$ cat src/rtl/i2c_pkg.sv
// Shared types for the I2C target: FSM states, R/W bit values, counter width.
// Glitch filter build option: I2C_GLITCH_FILTER_EN (used by i2c_target_fifo).
package i2c_pkg;

   typedef enum logic [2:0] {
      S_IDLE,
      S_ADDR,
      S_ADDR_ACK,
      S_RX_BYTE,
      S_RX_ACK,
      S_TX_BYTE,
      S_TX_ACK,
      S_WAIT_STOP
   } i2c_state_e;

   localparam logic I2C_RW_WRITE = 1'b0;
   localparam logic I2C_RW_READ  = 1'b1;

   localparam int I2C_CNT_W = 4;

   function automatic logic maj3(
      input logic a,
      input logic b,
      input logic c
   );
      return (a & b) | (a & c) | (b & c);
   endfunction

endpackage

$ cat src/rtl/sync_fifo.sv
// Single-clock byte FIFO with valid/ready on both sides.
// DEPTH must be a power of two so the pointers wrap naturally.
module sync_fifo #(
   parameter int WIDTH = 8,
   parameter int DEPTH = 4
) (
   input  logic             clock,
   input  logic             reset,
   input  logic [WIDTH-1:0] wr_data,
   input  logic             wr_valid,
   output logic             wr_ready,
   output logic [WIDTH-1:0] rd_data,
   output logic             rd_valid,
   input  logic             rd_ready
);

   localparam int AW = (DEPTH > 1) ? $clog2(DEPTH) : 1;

   logic [WIDTH-1:0] mem [DEPTH];
   logic [AW-1:0]    wr_ptr;
   logic [AW-1:0]    rd_ptr;
   logic [AW:0]      level;
   logic             push;
   logic             pop;

   assign wr_ready = (level != (AW+1)'(DEPTH));
   assign rd_valid = (level != '0);
   assign rd_data  = mem[rd_ptr];
   assign push     = wr_valid & wr_ready;
   assign pop      = rd_valid & rd_ready;

   always_ff @(posedge clock) begin
      if (push) mem[wr_ptr] <= wr_data;
   end

   always_ff @(posedge clock or negedge reset) begin
      if (!reset) begin
         wr_ptr <= '0;
         rd_ptr <= '0;
         level  <= '0;
      end else begin
         if (push) wr_ptr <= wr_ptr + 1'b1;
         if (pop)  rd_ptr <= rd_ptr + 1'b1;
         level <= level + (AW+1)'(push) - (AW+1)'(pop);
      end
   end

endmodule

$ cat src/rtl/i2c_target_fifo.sv
// Non-stretching I2C target with programmable address and RX/TX byte FIFOs.
// Define I2C_GLITCH_FILTER_EN to add a 3-sample majority filter per line.
module i2c_target_fifo
   import i2c_pkg::*;
#(
   parameter int         RX_DEPTH  = 4,
   parameter int         TX_DEPTH  = 4,
   parameter logic [7:0] IDLE_BYTE = 8'hFF
) (
   input  logic       clock,
   input  logic       reset,
   input  logic       scl_in,
   input  logic       sda_in,
   output logic       sda_oe,
   input  logic [6:0] own_addr,
   output logic [7:0] rx_data,
   output logic       rx_valid,
   input  logic       rx_ready,
   input  logic [7:0] tx_data,
   input  logic       tx_valid,
   output logic       tx_ready,
   output logic       busy,
   output logic       rx_overflow,
   output logic       tx_underflow
);

   logic [1:0] scl_sy, sda_sy;
   logic       scl, sda, scl_q, sda_q;
   logic       scl_rise, scl_fall, start_c, stop_c;

   always_ff @(posedge clock or negedge reset) begin
      if (!reset) begin
         scl_sy <= 2'b11;
         sda_sy <= 2'b11;
      end else begin
         scl_sy <= {scl_sy[0], scl_in};
         sda_sy <= {sda_sy[0], sda_in};
      end
   end

`ifdef I2C_GLITCH_FILTER_EN
   logic [1:0] scl_h, sda_h;
   logic       scl_f, sda_f;

   always_ff @(posedge clock or negedge reset) begin
      if (!reset) begin
         scl_h <= 2'b11;
         sda_h <= 2'b11;
         scl_f <= 1'b1;
         sda_f <= 1'b1;
      end else begin
         scl_h <= {scl_h[0], scl_sy[1]};
         sda_h <= {sda_h[0], sda_sy[1]};
         scl_f <= maj3(scl_sy[1], scl_h[0], scl_h[1]);
         sda_f <= maj3(sda_sy[1], sda_h[0], sda_h[1]);
      end
   end

   assign scl = scl_f;
   assign sda = sda_f;
`else
   assign scl = scl_sy[1];
   assign sda = sda_sy[1];
`endif

   always_ff @(posedge clock or negedge reset) begin
      if (!reset) begin
         scl_q <= 1'b1;
         sda_q <= 1'b1;
      end else begin
         scl_q <= scl;
         sda_q <= sda;
      end
   end

   assign scl_rise = scl & ~scl_q;
   assign scl_fall = ~scl & scl_q;
   assign start_c  = scl & scl_q & sda_q & ~sda;
   assign stop_c   = scl & scl_q & ~sda_q & sda;

   i2c_state_e           state, state_n;
   logic [7:0]           sh, sh_n;
   logic [I2C_CNT_W-1:0] cnt, cnt_n;
   logic [6:0]           addr_q, addr_n;
   logic                 rw, rw_n;
   logic                 oe_n, busy_n, ovf_n, und_n;
   logic                 rx_push, rx_wr_ready, tx_pop;
   logic [7:0]           tx_head, tx_byte;
   logic                 tx_head_valid, cnt_full;

   assign cnt_full = (cnt == I2C_CNT_W'(8));
   assign tx_byte  = tx_head_valid ? tx_head : IDLE_BYTE;

   always_ff @(posedge clock or negedge reset) begin
      if (!reset) begin
         state        <= S_IDLE;
         sh           <= '0;
         cnt          <= '0;
         addr_q       <= '0;
         rw           <= I2C_RW_WRITE;
         sda_oe       <= 1'b0;
         busy         <= 1'b0;
         rx_overflow  <= 1'b0;
         tx_underflow <= 1'b0;
      end else begin
         state        <= state_n;
         sh           <= sh_n;
         cnt          <= cnt_n;
         addr_q       <= addr_n;
         rw           <= rw_n;
         sda_oe       <= oe_n;
         busy         <= busy_n;
         rx_overflow  <= ovf_n;
         tx_underflow <= und_n;
      end
   end

   always_comb begin
      state_n = state;
      sh_n    = sh;
      cnt_n   = cnt;
      addr_n  = addr_q;
      rw_n    = rw;
      oe_n    = sda_oe;
      busy_n  = busy;
      ovf_n   = 1'b0;
      und_n   = 1'b0;
      rx_push = 1'b0;
      tx_pop  = 1'b0;
      if (stop_c) begin
         state_n = S_IDLE;
         oe_n    = 1'b0;
         busy_n  = 1'b0;
      end else if (start_c) begin
         state_n = S_ADDR;
         cnt_n   = '0;
         oe_n    = 1'b0;
         addr_n  = own_addr;
      end else begin
         unique case (state)
            S_ADDR: begin
               if (scl_rise) begin
                  sh_n  = {sh[6:0], sda};
                  cnt_n = cnt + 1'b1;
               end else if (scl_fall && cnt_full) begin
                  if (sh[7:1] == addr_q) begin
                     state_n = S_ADDR_ACK;
                     oe_n    = 1'b1;
                     busy_n  = 1'b1;
                     rw_n    = sh[0];
                  end else begin
                     state_n = S_WAIT_STOP;
                     busy_n  = 1'b0;
                  end
               end
            end
            S_ADDR_ACK: begin
               if (scl_fall) begin
                  cnt_n = '0;
                  if (rw == I2C_RW_READ) begin
                     tx_pop  = 1'b1;
                     und_n   = ~tx_head_valid;
                     sh_n    = tx_byte;
                     oe_n    = ~tx_byte[7];
                     cnt_n   = I2C_CNT_W'(1);
                     state_n = S_TX_BYTE;
                  end else begin
                     oe_n    = 1'b0;
                     state_n = S_RX_BYTE;
                  end
               end
            end
            S_RX_BYTE: begin
               if (scl_rise) begin
                  sh_n  = {sh[6:0], sda};
                  cnt_n = cnt + 1'b1;
               end else if (scl_fall && cnt_full) begin
                  if (rx_wr_ready) begin
                     rx_push = 1'b1;
                     oe_n    = 1'b1;
                     state_n = S_RX_ACK;
                  end else begin
                     ovf_n   = 1'b1;
                     oe_n    = 1'b0;
                     state_n = S_WAIT_STOP;
                  end
               end
            end
            S_RX_ACK: begin
               if (scl_fall) begin
                  oe_n    = 1'b0;
                  cnt_n   = '0;
                  state_n = S_RX_BYTE;
               end
            end
            // cnt counts bits already placed on SDA
            S_TX_BYTE: begin
               if (scl_fall) begin
                  if (cnt_full) begin
                     oe_n    = 1'b0;
                     state_n = S_TX_ACK;
                  end else begin
                     oe_n  = ~sh[~cnt[2:0]];
                     cnt_n = cnt + 1'b1;
                  end
               end
            end
            S_TX_ACK: begin
               if (scl_rise) begin
                  if (!sda) begin
                     tx_pop  = 1'b1;
                     und_n   = ~tx_head_valid;
                     sh_n    = tx_byte;
                     cnt_n   = '0;
                     state_n = S_TX_BYTE;
                  end else begin
                     state_n = S_WAIT_STOP;
                  end
               end
            end
            default: ;
         endcase
      end
   end

   sync_fifo #(
      .WIDTH (8),
      .DEPTH (RX_DEPTH)
   ) u_rx (
      .clock    (clock),
      .reset    (reset),
      .wr_data  (sh),
      .wr_valid (rx_push),
      .wr_ready (rx_wr_ready),
      .rd_data  (rx_data),
      .rd_valid (rx_valid),
      .rd_ready (rx_ready)
   );

   sync_fifo #(
      .WIDTH (8),
      .DEPTH (TX_DEPTH)
   ) u_tx (
      .clock    (clock),
      .reset    (reset),
      .wr_data  (tx_data),
      .wr_valid (tx_valid),
      .wr_ready (tx_ready),
      .rd_data  (tx_head),
      .rd_valid (tx_head_valid),
      .rd_ready (tx_pop)
   );

endmodule

$ cat config.mk
export PLATFORM = sky130hd
export DESIGN_NAME = i2c_target_fifo
export DESIGN_NICKNAME = d
export VERILOG_FILES = /design/src/rtl/i2c_pkg.sv /design/src/rtl/sync_fifo.sv /design/src/rtl/i2c_target_fifo.sv
export SDC_FILE = /design/constraint.sdc
export NUM_CORES = 1
export LEC_CHECK = 0
export BUFFER_PORTS_ARGS = -buffer_cell sky130_fd_sc_hd__buf_2
export CORE_AREA = 3 3 125 127
export DETAILED_ROUTE_END_ITERATION = 16
export DIE_AREA = 0 0 128 130
export HOLD_SLACK_MARGIN = 0.1
export SETUP_SLACK_MARGIN = 0.4
export SYNTH_ARGS = -nofsm -noshare
export SYNTH_HDL_FRONTEND = slang
export SYNTH_SLANG_ARGS = --single-unit
$ cat constraint.sdc
create_clock -name clock -period 7.2 [get_ports clock]
set_input_delay 0 -clock clock [delete_from_list [all_inputs] [get_ports clock]]
set_output_delay 0 -clock clock [all_outputs]
set_load 0.02 [all_outputs]
==> impl_metrics.yaml, run 1 <==
critical_path:
  slowest_stage: "dfrtp_1"
  crit_chain: "nand2_2 -> nor4_1 -> a31oi_1 -> nor2_1 -> ha_1 -> inv_1 -> ha_1 -> inv_1 -> fa_1 -> xnor2_1 -> xnor2_1"
  timing.rr.end: "u_tx.level[2]"
  reg2regPathDepth: 11
  worstSetupPathType: "register to register"
  r2r_slack_ps: 4280
  crit_buf_inv: 2
  worst-path-max-fanout: 25
  cp-end-kind: "register"
  start_kind: "register"
  critical_path_required_ps: 7480
  arrival_ps: 3200
  cpPeakStageDelay_ps: 810
  regToRegStartpoint: "state[2]"
  path_delay_family: "flip-flops"
  cp-startpoint: "state[2]"
worst_hold_path:
  whs_path_depth: 3
  hold_path.class: "primary input to register"
  hold_end: "u_tx.wr_ptr[0]"
  hp-start: "tx_valid"
layout:
  layout-drive-gt1-share_pct: 20.4
  final_common_cell: "edfxtp_1"
  syn2layout_area_growth_pct: 15.9
  nNetsFinal: 454
  diodes: 0
  final_cell_mix: "edfxtp_1 (64), dfrtp_1 (41), buf_2 (34), inv_1 (24), dlygate4sd3_1 (19)"
global_route:
  grt_start_max_net_pins: 48
  track_usage_pct: 11.9
  grt_pass1_vias: 2993
  grt-ovfl-total: 0
  antenna_found_initial: 0
  grt_first_pass_wirelength_mm: 15.4
flow_run:
  drv_cap: 0
cts:
  clockBufferDepth: 2
  tritoncts: "done"
  cts_root_buf: "clkbuf_16"
  clock_latency_ps: 350
  htree_levels: 3
  clk_pin_slew_ps: 70
  cts.sinks: 111
  cts-buffers-inserted: 9
floorplan:
  die_h_um: 130
  die_area_um2: 16600
  die_w_um: 128
  start_util_pct: 35.0
  coreArea_um2: 14500
  rows: 44
  ios: 35
timing:
  fin_hold_ws_ps: 154
  skew_ps: 8.39
  setup_viol: 0
  fmax_mhz: 342
  finalCritPeriodShare_pct: 40.6
  slew_headroom_pct: 43.1
  rsz0062_at_grt: "no"
  tns_ps: 0
  fin_ws_ps: 4280
  worst-slew-pin-transition_ps: 847
  finalMaxSlewViolations: 0
  period_needed_ps: 2920
  finalHoldViolCount: 0
power:
  p_sw_share_pct: 36.0
  pwr-share-clk_pct: 22.3
  p_seq_share_pct: 46.8
  combPwrFrac_pct: 30.9
  p_sw_uw: 778
  intPower_mw: 1.38
  p_leak_nw: 2.24
  irDropWorstVdd_uv: 215
  pwr_density_cell_nw_per_um2: 366
logic_synthesis:
  synth_area_um2: 5090
  netlist-cell-type-count: 53
  yosysTopAreaCell: "edfxtp_1"
  ys_seq_area_share_pct: 61.0
  synth-edff-count: 64
  async_reset_ff_share_pct: 42.3
  ys_seq_elements: 111
  synth_flop_cell: "edfxtp_1"
  synth.top_cells.by_area: "edfxtp_1 (38%), dfrtp_1 (20%), mux4_2 (8.0%)"
  synth_cells: 368
  yosys_warnings: 0
  synth_top_area_share_pct: 37.8
  syn_avg_cell_area_um2: 13.8
  syn_nets: 405
route:
  drtIter0Drc: 178
  first_pass_iters: 4
  antenna_left: 0
  vias: 3022
  routed_wl_mm: 9.41
  wire_per_inst_um: 15.5
  vias_per_cell: 4.99
  drc: 0
placement:
  io_buffers: 34
  place.detailed.hpwl_mm: 6.56
  preCtsSetupSlack_ps: 4310
  gp_congestion: 0.868
outcome:
  outcome: "finished, final reports clean"
[per-stage QoR]
step           utilization (%)  power, mW  cell area [µm²]  std cells
3_5_place_dp              37.3       1.70             5420        571
6_report                  40.6       2.16             5900        606
3_3_place_gp              37.3       1.68             5420        571
4_1_cts                   40.6       2.19             5900        606
2_1_floorplan                -       1.51             5090        368
5_1_grt                   40.6       2.32             5900        606
[final cells by class]
class | instances | area (µm²)
Fill cell | 1376 | 8630
Sequential cell | 111 | 3110
Multi-Input combinational cell | 217 | 1820
Timing Repair Buffer | 54 | 368
Tap cell | 184 | 230
Clock buffer | 10 | 229
Inverter | 24 | 90.1
Clock inverter | 6 | 57.6
[worst min-delay path, delay by kind of cell]
kind | cells | cell delay [ps]
simple gates | 1 | 270
buf+inv | 1 | 100
xor+xnor | 1 | 100
[synth_stat cells, drive strengths merged (3+ instances only)]
cell / count
nand3: 7
xnor2: 11
o211ai: 5
o311ai: 4
or3: 5
mux2: 8
mux4: 18
nand4: 3
a21oi: 8
a22oi: 3
edfxtp: 64
and3: 6
dfrtp: 41
ha: 14
nor2b: 7
xor2: 7
nand2: 19
dfstp: 6
inv: 24
mux2i: 3
and2: 8
nor2: 16
nor3: 5
buf: 12
nand2b: 7
nor4: 3
a31oi: 4
clkbuf: 4
o31ai: 3
o21ai: 22
[flip-flops by register name, summed over array words and instances (netlist names), 2 cells and up]
register,flops
scl_sy,2
u_tx.wr_ptr,2
u_rx.level,3
u_tx.level,3
state,3
u_rx.rd_ptr,2
sda_sy,2
u_tx.rd_ptr,2
addr_q,7
cnt,4
u_tx.mem,32
u_rx.mem,32
sh,8
u_rx.wr_ptr,2
[per-layer routing]
| layer | GRT usage [%] | share of wire, % |
|---|---|---|
| met1 | 15.5 | 45 |
| met2 | 19.5 | 48 |
| met3 | 2.95 | 4.6 |
| met4 | 4.56 | 2.0 |
| met5 | 0 | 0 |
[power groups by stage]
| stage | Sequential, mW | Clock, mW | Combinational [mW] |
|---|---|---|---|
| finish | 1.01 | 0.482 | 0.667 |
| global route | 1.04 | 0.520 | 0.757 |
| global placement | 1.02 | 0 | 0.659 |
| CTS | 1.01 | 0.495 | 0.678 |
| detailed placement | 1.03 | 0 | 0.667 |
| floorplan | 0.914 | 0 | 0.600 |
[worst max-delay path by stage]
stage               depth (start not counted)             to  slack, ps
finish                                     11  u_tx.level[2]       4280
global route                               11  u_tx.level[2]       4000
CTS                                        11  u_tx.level[2]       4290
detailed placement                         11  u_tx.level[2]       4310
global placement                           11  u_tx.level[2]       4400
floorplan                                  12  u_tx.level[2]       4700
[logic make-up (layout without fill, tap and decap cells)]
group,after synthesis,in the layout,share of synthesized area (%)
xor+xnor,18,18,3.10
buf+inv,40,94,3.22
compound gates,61,61,7.84
flops,111,111,61.0
simple gates,93,93,10.3
fa+ha+maj,16,16,4.23
mux,29,29,10.3
[repair_timing]
item,in CTS,in global routing
buffers inserted,0,0
resized for setup,0,0
hold buffers,19,0
endpoints found under the hold margin,84,0
(Power assumes the default switching activity.)
==> run 2, diff against run 1 <==
==> constraint.sdc (replaced) <==
create_clock -name clock -period 2.45 [get_ports clock]
set_input_delay 0 -clock clock [delete_from_list [all_inputs] [get_ports clock]]
set_output_delay 0 -clock clock [all_outputs]
set_load 0.02 [all_outputs]
==> impl_metrics.yaml, run 2 (synthesis gave the netlist of run 1 again) <==
outcome:
  outcome: "finished, final reports clean"
placement:
  dpl_cell_area_um2: 5610
  place.detailed.hpwl_mm: 7.01
  io_buffers: 34
  gp_congestion: 0.853
  dp_cells: 591
  preCtsSetupSlack_ps: 65.4
global_route:
  grt_first_pass_wirelength_mm: 15.9
  antenna_found_initial: 0
  grt_start_max_net_pins: 29
  grt-ovfl-total: 0
  track_usage_pct: 12.3
  grt_pass1_vias: 3163
power:
  intPower_mw: 4.32
  p_sw_mw: 2.45
  p_leak_nw: 2.48
  combPwrFrac_pct: 37.3
  irDropWorstVdd_uv: 777
  finalPower_mw: 6.77
  p_seq_share_pct: 41.9
  pwr_density_cell_nw_per_um2: 1060
  p_sw_share_pct: 36.2
  pwr-share-clk_pct: 20.8
critical_path:
  regToRegStartpoint: "scl_q"
  worst-path-max-fanout: 3
  reg2regPathDepth: 11
  start_kind: "register"
  critical_path_required_ps: 2680
  cp-end-kind: "register"
  r2r_slack_ps: 170
  timing.rr.end: "u_tx.level[2]"
  arrival_ps: 2510
  worstSetupPathType: "register to register"
layout:
  utilization_pct: 43.8
  final_cell_mix: "edfxtp_1 (64), dfrtp_1 (39), buf_4 (37), buf_2 (34), inv_1 (20)"
  layout.cells.non_filler: 645
  layout-drive-gt1-share_pct: 34.7
  final_area_um2: 6370
  final_common_cell: "edfxtp_1"
  diodes: 0
  syn2layout_area_growth_pct: 25.2
  num-fill-cells: 1355
  nNetsFinal: 493
  top_regs: "u_rx.mem: 32 flops, u_tx.mem: 32 flops, sh: 8 flops"
route:
  vias: 3165
  routed.top_layer: "met4"
  wire_per_inst_um: 15.5
  antenna_left: 0
  wl_met1_mm: 4.64
  first_pass_iters: 5
  routed_wl_mm: 10.0
  dr_wl_met3_um: 350
  wl_met2_mm: 4.85
  vias_per_cell: 4.91
  drc: 0
  drtIter0Drc: 165
floorplan:
  start_util_pct: 35.0
  die_w_um: 128
  rows: 44
  coreArea_um2: 14500
  die_h_um: 130
  die_area_um2: 16600
  ios: 35
timing:
  skew_ps: 8.01
  finalHoldViolCount: 0
  slew_headroom_pct: 58.2
  worst-slew-pin-transition_ps: 627
  fin_hold_ws_ps: 153
  setup_viol: 0
  rsz0062_at_grt: "yes"
  finalMaxSlewViolations: 0
  finalCritPeriodShare_pct: 93.1
  fin_ws_ps: 169
  fmax_mhz: 438
  period_needed_ps: 2280
  tns_ps: 0
cts:
  clockBufferDepth: 2
  clk_pin_slew_ps: 80
  cts_root_buf: "clkbuf_16"
  clock_latency_ps: 340
  cts-buffers-inserted: 9
  cts.sinks: 111
  htree_levels: 3
  tritoncts: "done"
flow_run:
  drv_cap: 0
worst_hold_path:
  whs_path_depth: 3
  hold_path.class: "primary input to register"
  hold_end: "u_tx.wr_ptr[0]"
  hp-start: "tx_valid"
run 2: changes by cell type in the layout (fill, tap and decap cells not counted), moves of 3 or more:
cell,before,now
and2_1,6,1
and2_4,0,4
buf_4,1,37
buf_6,0,3
ha_1,14,11
ha_4,0,3
inv_1,24,20
inv_2,0,3
nand2b_1,7,4
nand2b_4,0,3
nor2b_1,7,2
nor2b_2,0,4
run 2: worst max-delay path by stage:
stage / from / to / slack [ps] / depth (start not counted)
6_report: scl_q / u_tx.level[2] / 170 / 11
5_1_grt: state[0] / u_tx.level[2] / 80 / 11
4_1_cts: scl_q / u_tx.level[2] / 120 / 11
3_5_place_dp: scl_sy[1] / u_tx.level[2] / 70 / 11
3_3_place_gp: scl_sy[1] / u_tx.level[2] / 140 / 11
2_1_floorplan: scl_sy[1] / u_tx.level[2] / 40 / 12
run 2: power by group through the flow:
stage	clock network, mW	registers (mW)	logic [mW]
floorplan	0	2.69	1.80
global placement	0	2.87	2.26
detailed placement	0	2.89	2.29
CTS	1.45	2.86	2.38
global route	1.52	2.90	2.79
finish	1.41	2.84	2.52
run 2: critical path, stage by stage (launching register included):
cell and delay (ps):
dfstp_2 560, nand2b_4 140, nor4_4 40, a31oi_4 160
nor2_2 70, ha_1 290, inv_1 50, ha_1 150
inv_2 40, fa_2 390, xnor2_2 150, xnor2_1 130
run 2: metal layers:
layer | track usage [%] | vias to the layer above
met5 | 0 | -
met4 | 3.93 | 0
met3 | 3.07 | 17
met2 | 20.5 | 56
met1 | 15.9 | 1560
li1 | - | 1532
run 2: area by class of cell:
class / instances / area (µm²) / share of cell area, %
Clock buffer: 9 / 225 / 3.54
Multi-Input combinational cell: 217 / 1980 / 31.1
Timing Repair Buffer: 93 / 672 / 10.6
Inverter: 24 / 92.6 / 1.45
Clock inverter: 7 / 58.8 / 0.923
Sequential cell: 111 / 3110 / 48.8
Tap cell: 184 / 230 / 3.61
run 2: timing repair:
action	CTS	global route
hold buffers	19	0
pin swaps	11	7
gates resized for setup	19	18
endpoints found under the setup margin	40	39
buffers inserted	11	8
hold endpoints to repair	69	0
==> run 3, diff against run 2 <==
==> constraint.sdc (replaced) <==
create_clock -name clock -period 2.5 [get_ports clock]
set_input_delay 0 -clock clock [delete_from_list [all_inputs] [get_ports clock]]
set_output_delay 0 -clock clock [all_outputs]
set_load 0.02 [all_outputs]
==> impl_metrics.yaml, run 3 (synthesis gave the netlist of run 1 again) <==
power:
  pwr_density_cell_nw_per_um2: 1070
  p_sw_mw: 2.43
  p_leak_nw: 2.46
  intPower_mw: 4.40
  pwr-share-clk_pct: 21.3
  p_sw_share_pct: 35.6
  p_seq_share_pct: 40.6
  combPwrFrac_pct: 38.1
  finalPower_mw: 6.82
  irDropWorstVdd_uv: 547
cts:
  cts_root_buf: "clkbuf_16"
  tritoncts: "done"
  clock_latency_ps: 350
  clockBufferDepth: 2
  cts.sinks: 111
  cts-buffers-inserted: 9
  clk_pin_slew_ps: 70
  htree_levels: 3
global_route:
  grt-ovfl-total: 0
  track_usage_pct: 13.1
  antenna_found_initial: 0
  grt_pass1_vias: 3376
  grt_first_pass_wirelength_mm: 17.0
  grt_start_max_net_pins: 48
route:
  antenna_left: 0
  wire_per_inst_um: 16.2
  drtIter0Drc: 216
  routed_wl_mm: 10.4
  vias_per_cell: 5.05
  vias: 3239
  drc: 0
  first_pass_iters: 4
timing:
  worst-slew-pin-transition_ps: 633
  finalCritPeriodShare_pct: 92.7
  finalHoldViolCount: 0
  period_needed_ps: 2320
  fin_ws_ps: 183
  setup_viol: 0
  finalMaxSlewViolations: 0
  slew_headroom_pct: 57.8
  tns_ps: 0
  fmax_mhz: 432
  rsz0062_at_grt: "yes"
  skew_ps: 9.50
placement:
  preCtsSetupSlack_ps: 17.0
  dpl_cell_area_um2: 5580
  gp_congestion: 0.881
  io_buffers: 34
  place.detailed.hpwl_mm: 6.98
  dp_cells: 587
critical_path:
  worstSetupPathType: "register to register"
  reg2regPathDepth: 11
  regToRegStartpoint: "scl_sy[1]"
  cp-startpoint: "scl_sy[1]"
  critical_path_required_ps: 2730
  arrival_ps: 2550
  worst-path-max-fanout: 2
  start_kind: "register"
  cp-end-kind: "register"
floorplan:
  ios: 35
  start_util_pct: 35.0
  coreArea_um2: 14500
  rows: 44
  die_area_um2: 16600
  die_h_um: 130
  die_w_um: 128
layout:
  layout-drive-gt1-share_pct: 34.6
  final_common_cell: "edfxtp_1"
  diodes: 0
  final_area_um2: 6370
  top_regs: "u_rx.mem: 32 flops, u_tx.mem: 32 flops, sh: 8 flops"
  final_cell_mix: "edfxtp_1 (64), dfrtp_1 (37), buf_2 (34), buf_4 (31)"
  syn2layout_area_growth_pct: 25.1
  nNetsFinal: 489
  layout.cells.non_filler: 641
  num-fill-cells: 1343
worst_hold_path:
  hp-start: "tx_valid"
  whs_path_depth: 3
  hold_path.class: "primary input to register"
flow_run:
  drv_cap: 0
outcome:
  outcome: "finished, final reports clean"
==> run 3: cell types whose count changed in the layout (fill, tap and decap cells not counted), sizes merged <==
cell,delta
clkinvlp,+2
inv,-3
clkbuf,+1
buf,-4
clkinv,-1
bufinv,+1
==> run 3: critical path, stage by stage, from the launching register on <==
cell and delay (ps):
dfstp_2 570, nand2b_4 70, nor4_4 210, a31oi_4 70, nor2_2 120, ha_1 240, inv_1 60, ha_1 150
inv_2 40, fa_2 390, xnor2_2 140, xnor2_1 120
==> run 3: area by class of cell <==
cell class | count | area, µm² | share of cell area (%)
Sequential cell | 111 | 3110 | 48.9
Multi-Input combinational cell | 217 | 1980 | 31.1
Timing Repair Buffer | 89 | 649 | 10.2
Tap cell | 184 | 230 | 3.62
Clock buffer | 10 | 229 | 3.60
Inverter | 24 | 93.8 | 1.47
Clock inverter | 6 | 75.1 | 1.18
==> run 3: timing repair <==
action | 4_1_cts | 5_1_grt
buffers inserted | 15 | 4
hold endpoints to repair | 84 | 0
hold buffers | 19 | 0
gates resized for setup | 20 | 21
endpoints found under the setup margin | 36 | 50
pin swaps | 7 | 5
==> run 3: per-layer routing <==
layer / track usage [%] / wire length (µm) / vias to the layer above / share of wire (%)
li1: - / - / 1535 / -
met1: 16.7 / 4590 / 1620 / 44
met5: 0 / 0 / - / 0
met3: 3.48 / 420 / 11 / 4.0
met2: 22.1 / 5240 / 73 / 50
met4: 3.75 / 133 / 0 / 1.3
==> run 3: power by group through the flow <==
stage	Sequential (mW)	Combinational [mW]	Clock [mW]
after floorplan	2.64	1.76	0
after global placement	2.82	2.20	0
after detailed placement	2.84	2.26	0
after CTS	2.79	2.41	1.50
after global routing	2.84	2.87	1.59
final	2.77	2.60	1.45
==> run 3: worst paths after layout <==
check | slack (ps) | to
max | 180 | u_tx.level[2]
min | 140 | u_tx.wr_ptr[0]
max reg2reg | 180 | u_tx.level[2]
min reg2reg | 360 | scl_sy[1]
max in group asynchronous | 1740 | cnt[0]
min in group asynchronous | 290 | u_tx.wr_ptr[0]
==> run 3: through the flow <==
step	utilization (%)	hold WS, ps
detailed placement	38.4	108
finish	43.8	141
floorplan	-	-296
global route	43.8	177
global placement	38.4	108
CTS	43.1	137
